==> config.mk <==
export PLATFORM = sky130hd
export DESIGN_NAME = uart_cmd_tx
export DESIGN_NICKNAME = d
export VERILOG_FILES = /design/src/rtl/uart_pkg.sv /design/src/rtl/uart_baud_cnt.sv /design/src/rtl/uart_cmd_tx.sv
export SDC_FILE = /design/constraint.sdc
export NUM_CORES = 1
export LEC_CHECK = 0
export CELL_PAD_IN_SITES_DETAIL_PLACEMENT = 0
export CELL_PAD_IN_SITES_GLOBAL_PLACEMENT = 2
export CORE_ASPECT_RATIO = 0.75
export CORE_MARGIN = 3
export CORE_UTILIZATION = 37
export CTS_BUF_LIST = sky130_fd_sc_hd__clkbuf_4
export CTS_CLUSTER_DIAMETER = 60
export DETAILED_ROUTE_END_ITERATION = 8
export DONT_BUFFER_PORTS = 1
export PLACE_DENSITY_LB_ADDON = 0.1
export SYNTH_ARGS = -nofsm -noshare
export SYNTH_HDL_FRONTEND = slang
export SYNTH_SLANG_ARGS = --single-unit
export TNS_END_PERCENT = 5
==> constraint.sdc <==
create_clock -name clk -period 2.25 [get_ports clk]
set_input_delay 0.225 -clock clk [delete_from_list [all_inputs] [get_ports clk]]
set_output_delay 0.225 -clock clk [all_outputs]
set_load 0.1 [all_outputs]
==> src/rtl/uart_pkg.sv <==
// rtl/uart_pkg.sv - shared codes, state encodings and defaults for the command-link UART
package uart_pkg;

    localparam int CLKS_PER_BIT_DEF = 5208;

    localparam logic [3:0] INST_LIMPA   = 4'd1;
    localparam logic [3:0] INST_CARREGA = 4'd2;
    localparam logic [3:0] INST_MOSTRA  = 4'd4;

    typedef enum logic [2:0] {
        ST_IDLE  = 3'd0,
        ST_START = 3'd1,
        ST_DATA  = 3'd2,
        ST_STOP  = 3'd3
    } state_t;

    function automatic logic is_legal_inst(input logic [3:0] inst);
        return (inst == INST_LIMPA) || (inst == INST_CARREGA) || (inst == INST_MOSTRA);
    endfunction

endpackage

==> src/rtl/uart_baud_cnt.sv <==
// rtl/uart_baud_cnt.sv - reloadable bit-period down-counter, shared by transmitter and receiver
module uart_baud_cnt #(
    parameter int CLKS_PER_BIT = 5208
) (
    input  logic clk,
    input  logic rst,
    input  logic i_load,
    output logic o_bit_end
);

    localparam int W = $clog2(CLKS_PER_BIT);
    localparam logic [W-1:0] RELOAD = W'(CLKS_PER_BIT - 1);

    logic [W-1:0] r_count;

    always_ff @(posedge clk) begin
        if (rst) begin
            r_count <= '0;
        end else if (i_load || o_bit_end) begin
            r_count <= RELOAD;
        end else begin
            r_count <= r_count - W'(1);
        end
    end

    assign o_bit_end = (r_count == '0);

endmodule

==> src/rtl/uart_cmd_tx.sv <==
// rtl/uart_cmd_tx.sv - 8N1 command transmitter packing {instruction, operand} with a one-entry holding register
module uart_cmd_tx
    import uart_pkg::*;
#(
    parameter int CLKS_PER_BIT = CLKS_PER_BIT_DEF,
    parameter int STOP_BITS    = 1
) (
    input  logic       clk,
    input  logic       rst,
    input  logic       send,
    input  logic [3:0] instrucao,
    input  logic [3:0] dado,
    output logic       ready,
    output logic       tx,
    output logic       busy,
    output logic       done,
    output logic       err,
    output logic [2:0] estado
);

    localparam logic LAST_STOP = (STOP_BITS == 2);

    state_t     r_state;
    state_t     w_next;
    logic [7:0] r_shift;
    logic [7:0] r_hold;
    logic       r_hold_full;
    logic [2:0] r_idx;
    logic       r_stop_idx;
    logic       r_tx;
    logic       r_err;
    logic       w_bit_end;
    logic       w_accept;
    logic       w_frame_end;
    logic [7:0] w_byte;

    assign w_byte      = {instrucao, dado};
    assign w_accept    = send && !r_hold_full && is_legal_inst(instrucao);
    assign w_frame_end = (r_state == ST_STOP) && w_bit_end && (r_stop_idx == LAST_STOP);

    // Held at reload while idle so START always gets a full bit period.
    uart_baud_cnt #(.CLKS_PER_BIT(CLKS_PER_BIT)) u_baud (
        .clk       (clk),
        .rst       (rst),
        .i_load    (r_state == ST_IDLE),
        .o_bit_end (w_bit_end)
    );

    always_ff @(posedge clk) begin
        if (rst) begin
            r_state <= ST_IDLE;
        end else begin
            r_state <= w_next;
        end
    end

    always_comb begin
        w_next = r_state;
        case (r_state)
            ST_IDLE:  if (w_accept) w_next = ST_START;
            ST_START: if (w_bit_end) w_next = ST_DATA;
            ST_DATA:  if (w_bit_end && (r_idx == 3'd7)) w_next = ST_STOP;
            ST_STOP:  if (w_frame_end) w_next = (r_hold_full || w_accept) ? ST_START : ST_IDLE;
            default:  w_next = ST_IDLE;
        endcase
    end

    always_comb begin
        busy   = (r_state != ST_IDLE);
        done   = w_frame_end;
        ready  = !r_hold_full;
        estado = r_state;
    end

    assign tx  = r_tx;
    assign err = r_err;

    always_ff @(posedge clk) begin
        if (rst) begin
            r_tx        <= 1'b1;
            r_shift     <= '0;
            r_hold      <= '0;
            r_hold_full <= 1'b0;
            r_idx       <= '0;
            r_stop_idx  <= 1'b0;
            r_err       <= 1'b0;
        end else begin
            r_err <= send && !r_hold_full && !is_legal_inst(instrucao);
            case (r_state)
                ST_IDLE: begin
                    if (w_accept) begin
                        r_shift <= w_byte;
                        r_tx    <= 1'b0;
                    end
                end
                ST_START: begin
                    if (w_bit_end) begin
                        r_tx  <= r_shift[0];
                        r_idx <= '0;
                    end
                end
                ST_DATA: begin
                    if (w_bit_end) begin
                        if (r_idx == 3'd7) begin
                            r_tx       <= 1'b1;
                            r_stop_idx <= 1'b0;
                        end else begin
                            r_idx   <= r_idx + 3'd1;
                            r_shift <= {1'b0, r_shift[7:1]};
                            r_tx    <= r_shift[1];
                        end
                    end
                end
                ST_STOP: begin
                    if (w_frame_end) begin
                        if (r_hold_full) begin
                            r_shift     <= r_hold;
                            r_hold_full <= 1'b0;
                            r_tx        <= 1'b0;
                        end else if (w_accept) begin
                            r_shift <= w_byte;
                            r_tx    <= 1'b0;
                        end
                    end else if (w_bit_end) begin
                        r_stop_idx <= 1'b1;
                    end
                end
                default: r_tx <= 1'b1;
            endcase
            // A command arriving mid-frame waits in the holding register.
            if (w_accept && (r_state != ST_IDLE) && !w_frame_end) begin
                r_hold      <= w_byte;
                r_hold_full <= 1'b1;
            end
        end
    end

endmodule

## Word level (Yosys, flattened, before mapping)

Index checks and enable logic that the tools add are counted.

| operators by class | value |
|---|---|
| add/subtract/negate cells | 2 |
| reduce and logical (&&, ||, !) cells | 30 |
| multiplexer cells | 32 |
| bitwise operators | 1 |
| equal/unequal tests | 16 |

Operators with widths:

| kind | count |
|---|---|
| $mux W8 | 5 |
| $pmux W8 S3 | 1 |
| $mux W3 | 7 |
| $mux W1 | 14 |
| $logic_not A13 Y1 | 1 |
| $mux W13 | 1 |
| $sub A13 B1 Y13 const B | 1 |
| $ne A2 B2 Y1 const B | 6 |
| $pmux W3 S4 | 1 |
| $reduce_and A4 Y1 | 3 |
| $logic_and A1 B1 Y1 | 8 |
| $reduce_bool A2 Y1 | 4 |
| $eq A3 B2 Y1 const B | 2 |
| $ne A2 B1 Y1 const B | 3 |
| $pmux W3 S2 | 1 |
| $reduce_bool A3 Y1 | 2 |
| $reduce_and A5 Y1 | 1 |
| $eq A4 B1 Y1 const B | 1 |
| $eq A4 B2 Y1 const B | 1 |
| $eq A4 B3 Y1 const B | 1 |
| $logic_or A1 B1 Y1 | 4 |
| $pmux W1 S4 | 1 |
| $add A3 B1 Y3 const B | 1 |
| $eq A3 B1 Y1 const B | 1 |
| other kinds (8) | 10 |

| storage, ports and cells | value |
|---|---|
| bits in registers | 39 |
| logic and storage cells | 91 |
| output and inout bits | 8 |
| input bits | 11 |

## Logic depth before layout (Yosys ltp)

| logic depth | value |
|---|---|
| depth after elaboration | 8 |
| gate-level depth with buffers | 10 |
| gate-level depth less buffers | 7 |

## Hierarchy

Synthesis repeated with hierarchy kept, for this count alone.

| second synthesis, totals | value |
|---|---|
| cells, all modules | 242 |
| area total of the unflattened synthesis | 2110.8 um^2 |

Modules (own cells, without submodules):

| module | area an instance (um^2) | cells an instance | times used |
|---|---|---|---|
| uart_cmd_tx | 1532.7 | 179 | 1 |
| uart_baud_cnt | 578.1 | 63 | 1 |

## Least setup slack after synthesis

No wires, ideal clock.

| path | value |
|---|---|
| path kind | register to register |
| start | register r_state[1], in the netlist estado[1] |
| end | register r_hold[0] |
| period minus slack after synthesis | 4.038 ns |
| arrival | 3.911 ns |
| path slack | -1.788 ns |
| stages on the path, launching flop included | 7 |
| path through | dfxtp_1 ha_1 nand2b_1 nor4_2 nor3_2 mux2i_1 nor2_1 |

| between the ends | value |
|---|---|
| longest elaborated chain between the ends | 5 |

Ends and longest elaborated chain:

| item | RTL line | text |
|---|---|---|
| start, declared | uart_cmd_tx.sv:23 | `state_t r_state;` |
| start signal, assigned | uart_cmd_tx.sv:53 | `r_state <= w_next;` |
| $eq A3 B2 Y1 | uart_cmd_tx.sv:39 | `assign w_frame_end = (r_state == ST_STOP) && w_bit_end && (r_stop_idx == LAST_STOP);` |
| $logic_and A1 B1 Y1 (2 in series) | uart_cmd_tx.sv:39 |  |
| via done | uart_cmd_tx.sv:16 | `output logic done,` |
| $logic_not A1 Y1 | uart_cmd_tx.sv:131 | `if (w_accept && (r_state != ST_IDLE) && !w_frame_end) begin` |
| $logic_and A1 B1 Y1 | uart_cmd_tx.sv:131 |  |
| end signal, assigned | uart_cmd_tx.sv:132 | `r_hold <= w_byte;` |
| end, declared | uart_cmd_tx.sv:26 | `logic [7:0] r_hold;` |

The timed path passes the listed nets, and every way through them passes these cells.
A chain may end at the register's enable or synchronous reset.

## Final worst setup path

| path | value |
|---|---|
| start | register u_baud.r_count[0] |
| end | output port done |

| between the ends | value |
|---|---|
| longest elaborated chain between the ends | 3 |

Ends and longest elaborated chain:

| item | RTL line | text |
|---|---|---|
| start, declared | uart_baud_cnt.sv:14 | `logic [W-1:0] r_count;` |
| start signal, assigned | uart_baud_cnt.sv:22 | `r_count <= r_count - W'(1);` |
| $logic_not A13 Y1 | uart_baud_cnt.sv:26 | `assign o_bit_end = (r_count == '0);` |
| $logic_and A1 B1 Y1 (2 in series) | uart_cmd_tx.sv:39 |  |
| end, declared | uart_cmd_tx.sv:16 |  |

Every way passes these cells.

==> metrics.md <==
| Metric | Value |
|---|---|
| Port bufs | 0 |
| Fin worst setup slack | -0.0376 ns |
| Sequential fraction of the synthesis area | 37.8% |
| CP startpoint kind | flip-flop |
| Routability congestion estimate | approximately 0.75 |
| Row cnt | 22 |
| Pwr Density | 985 nW/um2 |
| Max Clock Skew | approximately 0.0097 ns |
| Synth Register Bits | 38 |
| Post-layout min period | 2.29 ns |
| CP max FO | 6 |
| Later-pin clock latency in the skew report | 0.35 ns |
| Initial core utilization | 39.7% |
| Total wire length | 4.87 mm |
| Worst slew pin tran | approximately 1.1 ns |
| Tcrit/Tclk final | 102% |
| Core Area | 5060 um2 |
| Final Hold Fails | 0 |
| CTS sink count | 38 |
| Max Cap Viol | 0 |
| CTS max path bufs | 2 |
| Pint | 1.32 mW |
| CTS tree | done |
| Library cells used by synthesis | 48 |
| Vert. Die Dim | 69.9 um |
| Drt pass-1 iters | 4 |
| Type of the worst setup path | reg2out |
| Post-Synth XOR/XNOR Area | approximately 4.8% |
| Slew HR | 26.4% |
| Die area | 6370 um2 |
| Setup Viol. Count Final | 2 |
| Initial DRC count | 105 |
| Vias per Instance | 5.45 |
| Min-delay worst type | in2reg |
| Crit path max-delay cell type | or4b_4 |
| Post-Syn Instances | 221 |
| CP Data Arrival Time | 2.06 ns |
| Nets@finish | 259 |
| Avg Synthesized Cell Area | 9.11 um2 |
| Die X-Extent | 91.2 um |
| Post-synth EDFFs | 0 |
| Synth area leaders | dfxtp_1 (38%), ha_1 (5.0%), a21oi_1 (4.5%) |
| Crit. End Element | primary output |
| Power, Total | 2.33 mW |
| Number of global-route vias before repair | 1613 |
| Switching share of power | 43.2% |
| Psw | 1.01 mW |
| Failing checks | negative setup slack |
| Pin count of the biggest net entering global routing | 26 |
| HP Start | instrucao[0] |
| Hpwl dp | 3.47 mm |
| Worst VDD drop | between 0.0003 and 0.0004 V |
| Fmax | 437 MHz |
| I/O Pins | 19 |
| Required @ worst endpoint | 2.03 ns |
| Global-route wire length before repair | between 7 and 8 mm |
| Root Buffer | clkbuf_4 |
| Multiplexer share of the synthesized area | under 10% |
| TritonCTS Buffers | 5 |
| Crit-path cells | inv_2 -> ha_4 -> or4b_4 -> nor4_4 -> buf_4 -> buf_16 |
| Slew Viols, Final | 0 |
| H-Tree Depth | 2 |
| Area share of fa/ha/maj cells after synthesis | 4.97% |
| Sequential power share | 37.8% |
| Area leader, netlist | dfxtp_1 |
| Syn-to-layout area delta | 17.7% |
| Gr usage total | 15.5% |
| Syn nets | 240 |
| Layout cells sized above 1 | a little over a quarter |
| Via count | 1707 |
| YS warnings | 0 |
| Area of the mapped netlist | 2010 um2 |
| Static Leakage | 0.889 nW |
| Logic pwr share | between 40% and 50% |
| Crit path from | u_baud.r_count[0]$_SDFF_PP0_ |
| Clk pwr share | between 10% and 20% |
| CP peak stage delay | between 0.5 and 0.6 ns |
| DRC Markers | 0 |
| Clock Pin Slew Worst Setup and Hold Paths | between 0.1 and 0.15 ns |
| Final core utilization | 46.8% |
| Detail Route Antenna Nets | 0 |
| RSZ-0062 raised after global routing | yes |
| Area fraction of the dominant cell type after synthesis | 37.8% |
| Reg-to-reg startpoint | u_baud.r_count[0]$_SDFF_PP0_ |
| Total global routing overflow | 0 |
| Ys flop type | dfxtp_1 |
| Main combinational cell family by area after synthesis | compound AO/OA/AOI/OAI gates |
| Initial antenna violation count | 0 |
| Asr flop ratio synth | 0% |
| Outcome | finished, violations left |
| Synth Area in Compound Gates | 21.3% |
| Wire length per cell | 15.5 um |
| Ant. Diodes | 0 |
| Post-synthesis simple-gate area fraction | 17.3% |
## critical path: cells and delay by family, from the launching register on
family | cells | cell delay (ns)
adders and majority gates | 1 | 0.12
buffers and inverters | 3 | 0.42
DFF | 1 | 0.35
and+or+nand+nor | 2 | 0.83
## stage by stage
step / instances / setup WS [ns] / hold WS, ns / TNS, ns / area (um2)
floorplan: 221 / -0.508 / 0.372 / -4.22 / 2050
finish: 313 / -0.0376 / 0.0267 / -0.0398 / 2370
detailed placement: 294 / 0.0206 / 0.295 / 0 / 2180
global route: 313 / -0.123 / 0.00116 / -0.817 / 2370
global placement: 294 / 0.101 / 0.294 / 0 / 2180
CTS: 312 / -0.0461 / 0.0131 / -0.0629 / 2330
## state kept, by name, indices dropped and copies added, names as in the netlist
register and count:
r_shift 8, r_stop_idx 1, u_baud.r_count 13, r_hold 8
r_hold_full 1, tx 1, estado 2, err 1
r_idx 3
## Yosys cell counts, types with 2 or more instances
library cell and n:
a211oi_1 4, nor3_1 7, buf_6 2, dfxtp_1 38, ha_1 8, nand3_1 2
nor3b_1 4, mux2_2 6, nor2_1 23, xnor2_1 7, o41ai_1 2, or3_1 2
xor2_1 4, mux2i_1 8, o21ai_0 11, a21oi_1 18, and2_1 4, inv_1 9
a222oi_1 7, clkbuf_1 9, or4_1 3, nand2_1 11, nor4_1 3, a211oi_2 3
nor2_2 3
## path summary, 6_finish.rpt
check / endpoint / slack [ns] / depth (start not counted)
max: done / -0.04 / 6
min: r_hold[4]$_SDFFE_PP0P_ / 0.03 / 2
max reg2reg: u_baud.r_count[10]$_SDFF_PP0_ / 0 / 15
min reg2reg: r_hold[7]$_SDFFE_PP0P_ / 0.44 / 2
## layout make-up
cell class                      instances  area, um2
Clock buffer                            5       37.5
Clock inverter                          3       15.0
Fill cell                             493       2700
Inverter                               10       37.5
Multi-Input combinational cell        159       1180
Sequential cell                        38        771
Tap cell                               72       90.1
Timing Repair Buffer                   26        233
## cell usage in the layout (no fill, tap or decap), types with 5 or more instances in the layout
cell type  synthesis  final
a21oi_1           18     18
buf_4              1     22
inv_1              9      7
nand2_1           11      9
dfxtp_1           38     34
o21ai_0           11     11
nor3_1             7      7
xnor2_1            7      7
mux2_2             6      6
nor2_1            23     23
a222oi_1           7      7
mux2i_1            8      8
clkbuf_4           0      5
ha_1               8      5
## what timing repair did
| action | in CTS | in global routing |
|---|---|---|
| hold endpoints to repair | 25 | 1 |
| resized for setup | 7 | 7 |
| buffers inserted | 9 | 0 |
| pin swaps | 2 | 3 |
| setup endpoints to repair | 1 | 14 |
| hold buffers | 1 | 1 |
## power by group through the flow
stage,registers [mW],clock network (mW),logic [mW]
finish,0.881,0.353,1.10
global route,0.899,0.394,1.18
CTS,0.880,0.368,1.07
detailed placement,0.894,0,1.01
global placement,0.883,0,0.998
floorplan,1.01,0,0.717
## kinds of logic after synthesis
logic type               count (synthesis)
flip-flops                              38
XOR/XNOR                                11
other                                    1
AO/OA/AOI/OAI                           58
adder cells (fa/ha/maj)                  8
buffers and inverters                   24
AND/OR/NAND/NOR                         67
multiplexers                            14
## layer usage
layer | track usage [%] | part of all wire, % | wire length (um)
met1 | 22.5 | 53 | 2580
met2 | 22.3 | 43 | 2090
met3 | 4.20 | 3.3 | 162
met4 | 4.35 | 0.70 | 34
met5 | 0 | 0 | 0
No activity file was read; power rests on OpenSTA's default activity.
